### config.mk
export PLATFORM = sky130hd
export DESIGN_NAME = debounce_tick_ctrl
export DESIGN_NICKNAME = d
export VERILOG_FILES = /design/src/rtl/debounce_pkg.sv /design/src/rtl/tick_prescaler.sv /design/src/rtl/debounce_tick_ctrl.sv
export SDC_FILE = /design/constraint.sdc
export NUM_CORES = 1
export LEC_CHECK = 0
export CORE_ASPECT_RATIO = 1.4
export CORE_MARGIN = 2
export CORE_UTILIZATION = 52
export CTS_CLUSTER_SIZE = 16
export DETAILED_ROUTE_END_ITERATION = 6
export HOLD_SLACK_MARGIN = 0.05
export MAX_ROUTING_LAYER = met4
export PLACE_DENSITY_LB_ADDON = 0.3
export SYNTH_ARGS = -nofsm -noshare
export SYNTH_HDL_FRONTEND = slang
export SYNTH_SLANG_ARGS = --single-unit
### constraint.sdc
create_clock -name clk -period 1.7 [get_ports clk]
set_clock_uncertainty 0.05 [all_clocks]
set_input_delay 0.255 -clock clk [delete_from_list [all_inputs] [get_ports clk]]
set_output_delay 0.255 -clock clk [all_outputs]
set_load 0.03 [all_outputs]
### src/rtl/debounce_pkg.sv
// Shared types and helpers for the multi-channel button debounce controller.
package debounce_pkg;

  typedef enum logic [1:0] {S_LOW, S_CHK_HI, S_HIGH, S_CHK_LO} db_state_t;

  localparam int DEF_CLK_HZ  = 50_000_000;
  localparam int DEF_TICK_HZ = 1000;

  function automatic int calc_div(input int clk_hz, input int tick_hz);
    return clk_hz / tick_hz;
  endfunction

  // Valid for div >= 2, which the divider requires anyway.
  function automatic int cnt_width(input int div);
    return $clog2(div);
  endfunction

  localparam int PRESC_W = cnt_width(calc_div(DEF_CLK_HZ, DEF_TICK_HZ));

endpackage

### src/rtl/tick_prescaler.sv
// Shared time base: registered one-cycle tick every DIV clocks while enabled.
module tick_prescaler
  import debounce_pkg::*;
#(
  parameter int DIV = 10
) (
  input  logic clk,
  input  logic reset,
  input  logic enable,
  output logic tick
);

  localparam int              CNT_W = cnt_width(DIV);
  localparam logic [CNT_W-1:0] LAST = CNT_W'(DIV - 1);

  logic [CNT_W-1:0] cnt_q, cnt_d;
  logic             tick_q, tick_d;

  // NOTE: every variable gets a default before any branch so no latch is inferred.
  always_comb begin
    cnt_d  = '0;
    tick_d = 1'b0;
    if (enable) begin
      tick_d = (cnt_q == LAST);
      cnt_d  = (cnt_q == LAST) ? '0 : cnt_q + CNT_W'(1);
    end
  end

  // NOTE: sequential state uses non-blocking assignments so all flops update together.
  always_ff @(posedge clk or posedge reset) begin
    if (reset) begin
      cnt_q  <= '0;
      tick_q <= 1'b0;
    end else begin
      cnt_q  <= cnt_d;
      tick_q <= tick_d;
    end
  end

  assign tick = tick_q;

endmodule

### src/rtl/debounce_tick_ctrl.sv
// N-channel debounce: 2-flop synchronizers, one shared prescaler, and per-channel
// FSMs that accept a new level after STABLE_TICKS consecutive stable ticks.
module debounce_tick_ctrl
  import debounce_pkg::*;
#(
  parameter int N_BTN        = 4,
  parameter int CLK_HZ       = 50_000_000,
  parameter int TICK_HZ      = 1000,
  parameter int STABLE_TICKS = 20
) (
  input  logic             clk,
  input  logic             reset,
  input  logic             enable,
  input  logic [N_BTN-1:0] btn_raw,
  output logic [N_BTN-1:0] btn_level,
  output logic [N_BTN-1:0] btn_press,
  output logic [N_BTN-1:0] btn_release,
  output logic             tick
);

  localparam int               DIV       = calc_div(CLK_HZ, TICK_HZ);
  localparam int               CCNT_W    = $clog2(STABLE_TICKS + 1);
  localparam logic [CCNT_W-1:0] CCNT_LAST = CCNT_W'(STABLE_TICKS - 1);

  logic [N_BTN-1:0] meta_q, sync_q;
  logic             tick_w;

  always_ff @(posedge clk or posedge reset) begin
    if (reset) begin
      meta_q <= '0;
      sync_q <= '0;
    end else begin
      meta_q <= btn_raw;
      sync_q <= meta_q;
    end
  end

  tick_prescaler #(.DIV(DIV)) u_prescaler (
    .clk    (clk),
    .reset  (reset),
    .enable (enable),
    .tick   (tick_w)
  );

  assign tick = tick_w;

  for (genvar i = 0; i < N_BTN; i++) begin : g_ch
    db_state_t         state_q, state_d;
    logic [CCNT_W-1:0] ccnt_q, ccnt_d;
    logic              press_q, press_d, release_q, release_d;

    always_ff @(posedge clk or posedge reset) begin
      if (reset) begin
        state_q   <= S_LOW;
        ccnt_q    <= '0;
        press_q   <= 1'b0;
        release_q <= 1'b0;
      end else begin
        state_q   <= state_d;
        ccnt_q    <= ccnt_d;
        press_q   <= press_d;
        release_q <= release_d;
      end
    end

    // A bounce back to the current level is checked before the tick, so it wins.
    always_comb begin
      state_d = state_q;
      ccnt_d  = ccnt_q;
      unique case (state_q)
        S_LOW: begin
          if (sync_q[i]) begin
            state_d = S_CHK_HI;
            ccnt_d  = '0;
          end
        end
        S_CHK_HI: begin
          if (!sync_q[i]) begin
            state_d = S_LOW;
          end else if (tick_w) begin
            if (ccnt_q == CCNT_LAST) begin
              state_d = S_HIGH;
              ccnt_d  = '0;
            end else begin
              ccnt_d = ccnt_q + CCNT_W'(1);
            end
          end
        end
        S_HIGH: begin
          if (!sync_q[i]) begin
            state_d = S_CHK_LO;
            ccnt_d  = '0;
          end
        end
        S_CHK_LO: begin
          if (sync_q[i]) begin
            state_d = S_HIGH;
          end else if (tick_w) begin
            if (ccnt_q == CCNT_LAST) begin
              state_d = S_LOW;
              ccnt_d  = '0;
            end else begin
              ccnt_d = ccnt_q + CCNT_W'(1);
            end
          end
        end
        default: state_d = S_LOW;
      endcase
    end

    always_comb begin
      press_d   = (state_q == S_CHK_HI) && (state_d == S_HIGH);
      release_d = (state_q == S_CHK_LO) && (state_d == S_LOW);
    end

    assign btn_level[i]   = (state_q == S_HIGH) || (state_q == S_CHK_LO);
    assign btn_press[i]   = press_q;
    assign btn_release[i] = release_q;
  end

endmodule

Word-level counts from Yosys, hierarchy flattened
Cells that the tools add are included.
Word-level totals
  register bits after elaboration: 61
  latch bits: 0
  bits in writable memories: 0
  bits in read-only memories: 0
  input port bits: 7
  output and inout bits: 13
  word-level logic and storage cells: 153
  memories: 0
Operators by class
  $add $sub $neg: 5
  multiply operators: 0
  divide/modulo/power cells: 0
  order comparisons: 0
  equal/unequal tests: 37
  shift-type cells: 0
  muxes and demuxes: 67
  bitwise gates (word level): 0
  reductions and logical operators: 24
Operators by type and width (number)
  5-bit 2-to-1 mux: 24
  5-bit case mux with 4 select lines: 4
  2-bit 2-to-1 mux: 32
  16-bit 2-to-1 mux: 2
  2-bit != test (second input constant): 16
  2-bit case mux with 4 select lines: 4
  2-bit equality test (second input constant): 12
  5-bit by 1-bit adder with 5-bit output (second input constant): 4
  5-bit equality test (second input constant): 4
  16-bit by 1-bit adder with 16-bit output (second input constant): 1
  16-bit equality test (second input constant): 1
  2-bit logical NOT: 8
  4-bit AND reduction: 4
  2-bit by 1-bit equality test with 1-bit output (second input constant): 4
  1-bit logical AND: 8
  1-bit logical OR: 4
  1-bit 2-to-1 mux: 1

Logic depth before layout (Yosys ltp)
Gate-level depths: netlist (run 1).
  depth after elaboration: 7
  depth in mapped cells: 6
  gate-level depth less buffers: 5

By module
From an unflattened synthesis (run 1), not the netlist that was laid out.
Unflattened totals
  cell total of the unflattened synthesis: 268
  area, all modules: 2847.7 µm²
By module, submodules not included
  debounce_tick_ctrl: instances 1, cells an instance 186, area each 2011.9 µm², sequential area each 1101.1 µm²
  tick_prescaler: instances 1, cells an instance 82, area each 835.8 µm², sequential area each 425.4 µm²

Least setup slack after synthesis (run 1)
No wires, ideal clock.
  path type: reg2reg
  start point: register u_prescaler.tick_q (netlist: u_prescaler.tick)
  end point: register g_ch[1].ccnt_q[3]
  setup time: 121 ps
  arrival: 1454 ps
  data required time: 1529 ps
  setup slack: 75 ps
  cell stages (with the launch flop): 5
  path buffers: 1
  clock period less this slack: 1625 ps
  cell sequence: dfrtp_1 > clkbuf_1 > o21ai_0 > o21ai_0 > a22o_1
Between the ends
  longest elaborated chain between the ends: 3
RTL lines
  from (decl): line tick_prescaler.sv:17  | logic tick_q, tick_d;
  from (signal assigned): line tick_prescaler.sv:36  | tick_q <= tick_d;
  5-bit 2-to-1 mux *
  5-bit 2-to-1 mux (on tied branches)
  5-bit case mux with 4 select lines *
  to (signal assigned): line debounce_tick_ctrl.sv:60  | ccnt_q <= ccnt_d;
  to (decl): line debounce_tick_ctrl.sv:49  | logic [CCNT_W-1:0] ccnt_q, ccnt_d;
Mark *: on every way between the ends. The rest lies on a longest branch, timed or not. The select of a mux whose other input is x is not followed.
A chain may end at the register's enable or synchronous reset.

Worst setup path in the final report (run 1)
  start point: register g_ch[2].press_q
  end point: output btn_press[2]
RTL lines
  from (decl): line debounce_tick_ctrl.sv:50  | logic press_q, press_d, release_q, release_d;
  from (signal assigned): line debounce_tick_ctrl.sv:61  | press_q <= press_d;
  to (decl): line debounce_tick_ctrl.sv:16  | output logic [N_BTN-1:0] btn_press,
No word-level cell between the ends.

==> results by group, run 1 <==
Floorplan
  • I/O pin cnt: 20
  • Die area: 5960 sq um
  • Row cnt: 31
  • Core area: 5160 sq um
  • Die W: roughly 66 um
  • Die Y: 90.5 um
  • Starting Density: 53.9%

Layout
  • Final Non-Filler Cells: between 300 and 400
  • N_diodes: 0
  • Share of cells above drive strength 1: between 10% and 20%
  • Layout net count: between 300 and 400
  • Post-route core utilization: between 60% and 70%
  • Area delta synth->final: 15.5%

STA
  • Max Slew Vio Count: 0
  • Crit share post-route: a little over nine tenths
  • Setup TNS: 0 ns
  • Rel. slew slack: around 60%
  • Period minus WS final: 1.63 ns
  • RSZ-0062 raised after global routing: no
  • Final hold vios: 0
  • Final WS setup: around 0.068 ns
  • # setup viols final: 0
  • Measured slew at the worst slew-check pin: roughly 0.59 ns
  • Fmax: 0.613 GHz

Global route
  • Vias in the first global route: 1920
  • Global Route Usage Sum: between 10% and 20%
  • Initial antenna violation count: 0
  • First-pass GRT wire length: around 8100 um
  • Largest net degree at the start of global routing: between 60 and 70
  • Remaining Overflow, GRT: 0

Synth
  • Synth area leaders: dfrtp_1 (55%), xnor2_1 (4.7%), nor2_1 (3.5%)
  • Cells after synthesis: around 270
  • Mapped cell area: approximately 2800 sq um
  • Synth Area per Inst: 10.4 sq um
  • Leading area contributor after synthesis: dfrtp_1
  • Synth cell types: 35
  • Yosys reg bits: 61
  • YS warnings: 0
  • Yosys top cell area share: 54.9%
  • Sequential area share after synthesis: about 55%
  • Post-synth net total: between 200 and 300

Drt
  • DR vias/cell: between 5 and 6
  • # DRC: 0
  • Vias: slightly below 2000
  • Routed WL: 4580 um
  • Final ANT Viol Nets: 0
  • Iter 0 DRT Violations: between 80 and 90
  • DR pass1 iterations: 4
  • Drt wl/cell: 12.6 um

Placed design
  • Placement Setup Slack: 0.0589 ns
  • Final Wtd Congestion: ~0.83
  • PortBufs: 19
  • Post-DP HPWL: roughly 3100 um
  • Placed insts: ~350

Run
  • Max Cap Viol: 0

Run status
  • Status: completed

Clocking
  • Post-CTS Setup Inserts: 0
  • CTS root buf: clkbuf_8
  • Total CTS buffers: 9
  • Clock Latency Late Sink: ~0.33 ns
  • Clk pin slew, worst setup/hold paths: ~0.060 ns
  • Htree depth: 3
  • Sink Count: 61
  • CTS tree: yes
  • Deepest clock path buffer count: 2
  • # hold bufs at CTS: 0

Critical path
  • Buf/Inv on CP: 1
  • CP max stage cell: clkdlybuf4s50_1
  • Worst path top cell family by delay: buffers and inverters
  • Max Fanout on Critical Path: 1
  • Required time of the critical path: 1.39 ns
  • Critical path class: flop to output pin
  • WP data arrival: about 1.3 ns
  • Worst Setup End Kind: output pin
  • Critical Path Max Stage Delay: 0.67 ns
  • Critical path launch point type: flop
  • Crit-path cells: clkdlybuf4s50_1

Power
  • Total power: ~2.7 mW
  • Power per Cell Area: 850 nW/um^2
  • Pleak: around 1.4 nW
  • Peak supply drop: ~0.53 mV

Hold path
  • Worst Hold Class: input port to asynchronous set/reset pin
==> sequential cells by signal, summed over array words and instances (netlist names) <==
signal and cells:
sync_q 4, g_ch.release_q 4, u_prescaler.cnt_q 16, meta_q 4, g_ch.press_q 4, g_ch.ccnt_q 20, g_ch.state_q 8, u_prescaler.tick 1
==> cell type report <==
cell class / count / area (sq um)
tap: 66 / 82.6
clock buffer: 14 / 143
sequential: 61 / 1530
multi-input combinational: 180 / 1140
timing repair buffer: 27 / 256
fill: 434 / 1950
inverter: 13 / 52.6
clock inverter: 2 / 10.0
==> cell usage in the layout, fill, tap and decap left out, types with 6 or more instances in the layout <==
master / synthesis / routed
dfrtp_1: 61 / 61
nor2_1: 26 / 26
nand3_1: 18 / 18
nand2_1: 17 / 17
o21ai_0: 15 / 15
xnor2_1: 15 / 15
clkdlybuf4s50_1: 0 / 14
inv_1: 13 / 12
xor2_1: 9 / 9
nand4_1: 9 / 9
clkbuf_8: 0 / 9
nor3b_1: 8 / 8
a21oi_1: 7 / 7
or3_1: 7 / 7
buf_4: 8 / 7
nor3_1: 6 / 6
==> timing repair <==
| item | 4_1_cts | 5_1_grt |
|---|---|---|
| gates resized for setup | 5 | 3 |
| hold endpoints to repair | 0 | 0 |
| cloned | 0 | 0 |
| setup endpoints to repair | 5 | 5 |
==> per-layer routing <==
metal | global-route usage [%] | wire (um) | up-vias | share of wire (%)
li1 | - | - | 967 | -
met1 | 20.0 | 1900 | 950 | 41
met2 | 29.7 | 2410 | 25 | 53
met3 | 5.86 | 149 | 12 | 3.3
met4 | 10.1 | 125 | 0 | 2.7
met5 | - | 0 | - | 0
==> power by group <==
group / internal [mW] / leakage, nW / switching [mW]
sequential: 1.50 / 0.818 / 0.0429
combinational: 0.0691 / 0.495 / 0.0924
clock: 0.526 / 0.0784 / 0.497
==> cell usage after synthesis <==
library cell,n
and4bb_2,1
or3_1,7
inv_1,13
dfrtp_1,61
nor4bb_1,2
and3_1,4
a31oi_1,2
nor4b_1,1
o31ai_1,2
nand4bb_1,1
a21oi_1,7
and2_1,4
nor2_1,26
mux2_2,4
ha_1,5
a211o_1,2
o21ai_0,15
buf_2,1
nand2b_1,3
xor2_1,9
nand3_2,1
a22o_1,3
buf_4,8
nand2_1,17
nor2b_1,2
xnor2_1,15
clkbuf_1,5
o22ai_1,1
nor3b_1,8
or2_2,2
nand3_1,18
o21ai_1,1
nand4_1,9
nor4_1,2
nor3_1,6
==> through the flow <==
step,hold WS [ns],area [sq um]
2_1_floorplan,0.236,2780
3_3_place_gp,0.284,3050
3_5_place_dp,0.286,3050
4_1_cts,0.300,3190
5_1_grt,0.303,3210
6_report,0.299,3210
==> path summary, 6_finish.rpt <==
| check | end | slack, ns | from | depth (start not counted) |
|---|---|---|---|---|
| min in group clk | sync_q[2] | 0.30 | meta_q[2] | 0 |
| max in group asynchronous | u_prescaler.cnt_q[10] | 1.03 | reset | 3 |
| hold / removal | g_ch[0].press_q | 0.30 | reset | 3 |
| setup / recovery | btn_press[2] | 0.07 | g_ch[2].press_q | 1 |
| hold reg to reg | sync_q[2] | 0.30 | meta_q[2] | 0 |
| setup reg to reg | u_prescaler.cnt_q[15] | 0.10 | u_prescaler.cnt_q[5] | 4 |
==> cell families after synthesis <==
logic type      Yosys count  share of synthesized area (%)
buf+inv                  27                           4.77
compound gates           33                           6.93
xor+xnor                 24                           7.56
fa+ha+maj                 5                           2.25
mux                       4                           1.62
simple gates            114                           22.0
flops                    61                           54.9
Power figures use the tool's default switching activity.
==> run 2: changes to the inputs <==
--- a/config.mk
+++ b/config.mk
@@ -10,9 +10,11 @@
 export CORE_UTILIZATION = 52
 export CTS_CLUSTER_SIZE = 16
 export DETAILED_ROUTE_END_ITERATION = 6
+export GPL_ROUTABILITY_DRIVEN = 1
 export HOLD_SLACK_MARGIN = 0.05
 export MAX_ROUTING_LAYER = met4
 export PLACE_DENSITY_LB_ADDON = 0.3
+export SLEW_MARGIN = 25
 export SYNTH_ARGS = -nofsm -noshare
 export SYNTH_HDL_FRONTEND = slang
 export SYNTH_SLANG_ARGS = --single-unit
==> results of run 2 <==
Final layout, timing and power as in run 1 (identical DEF).
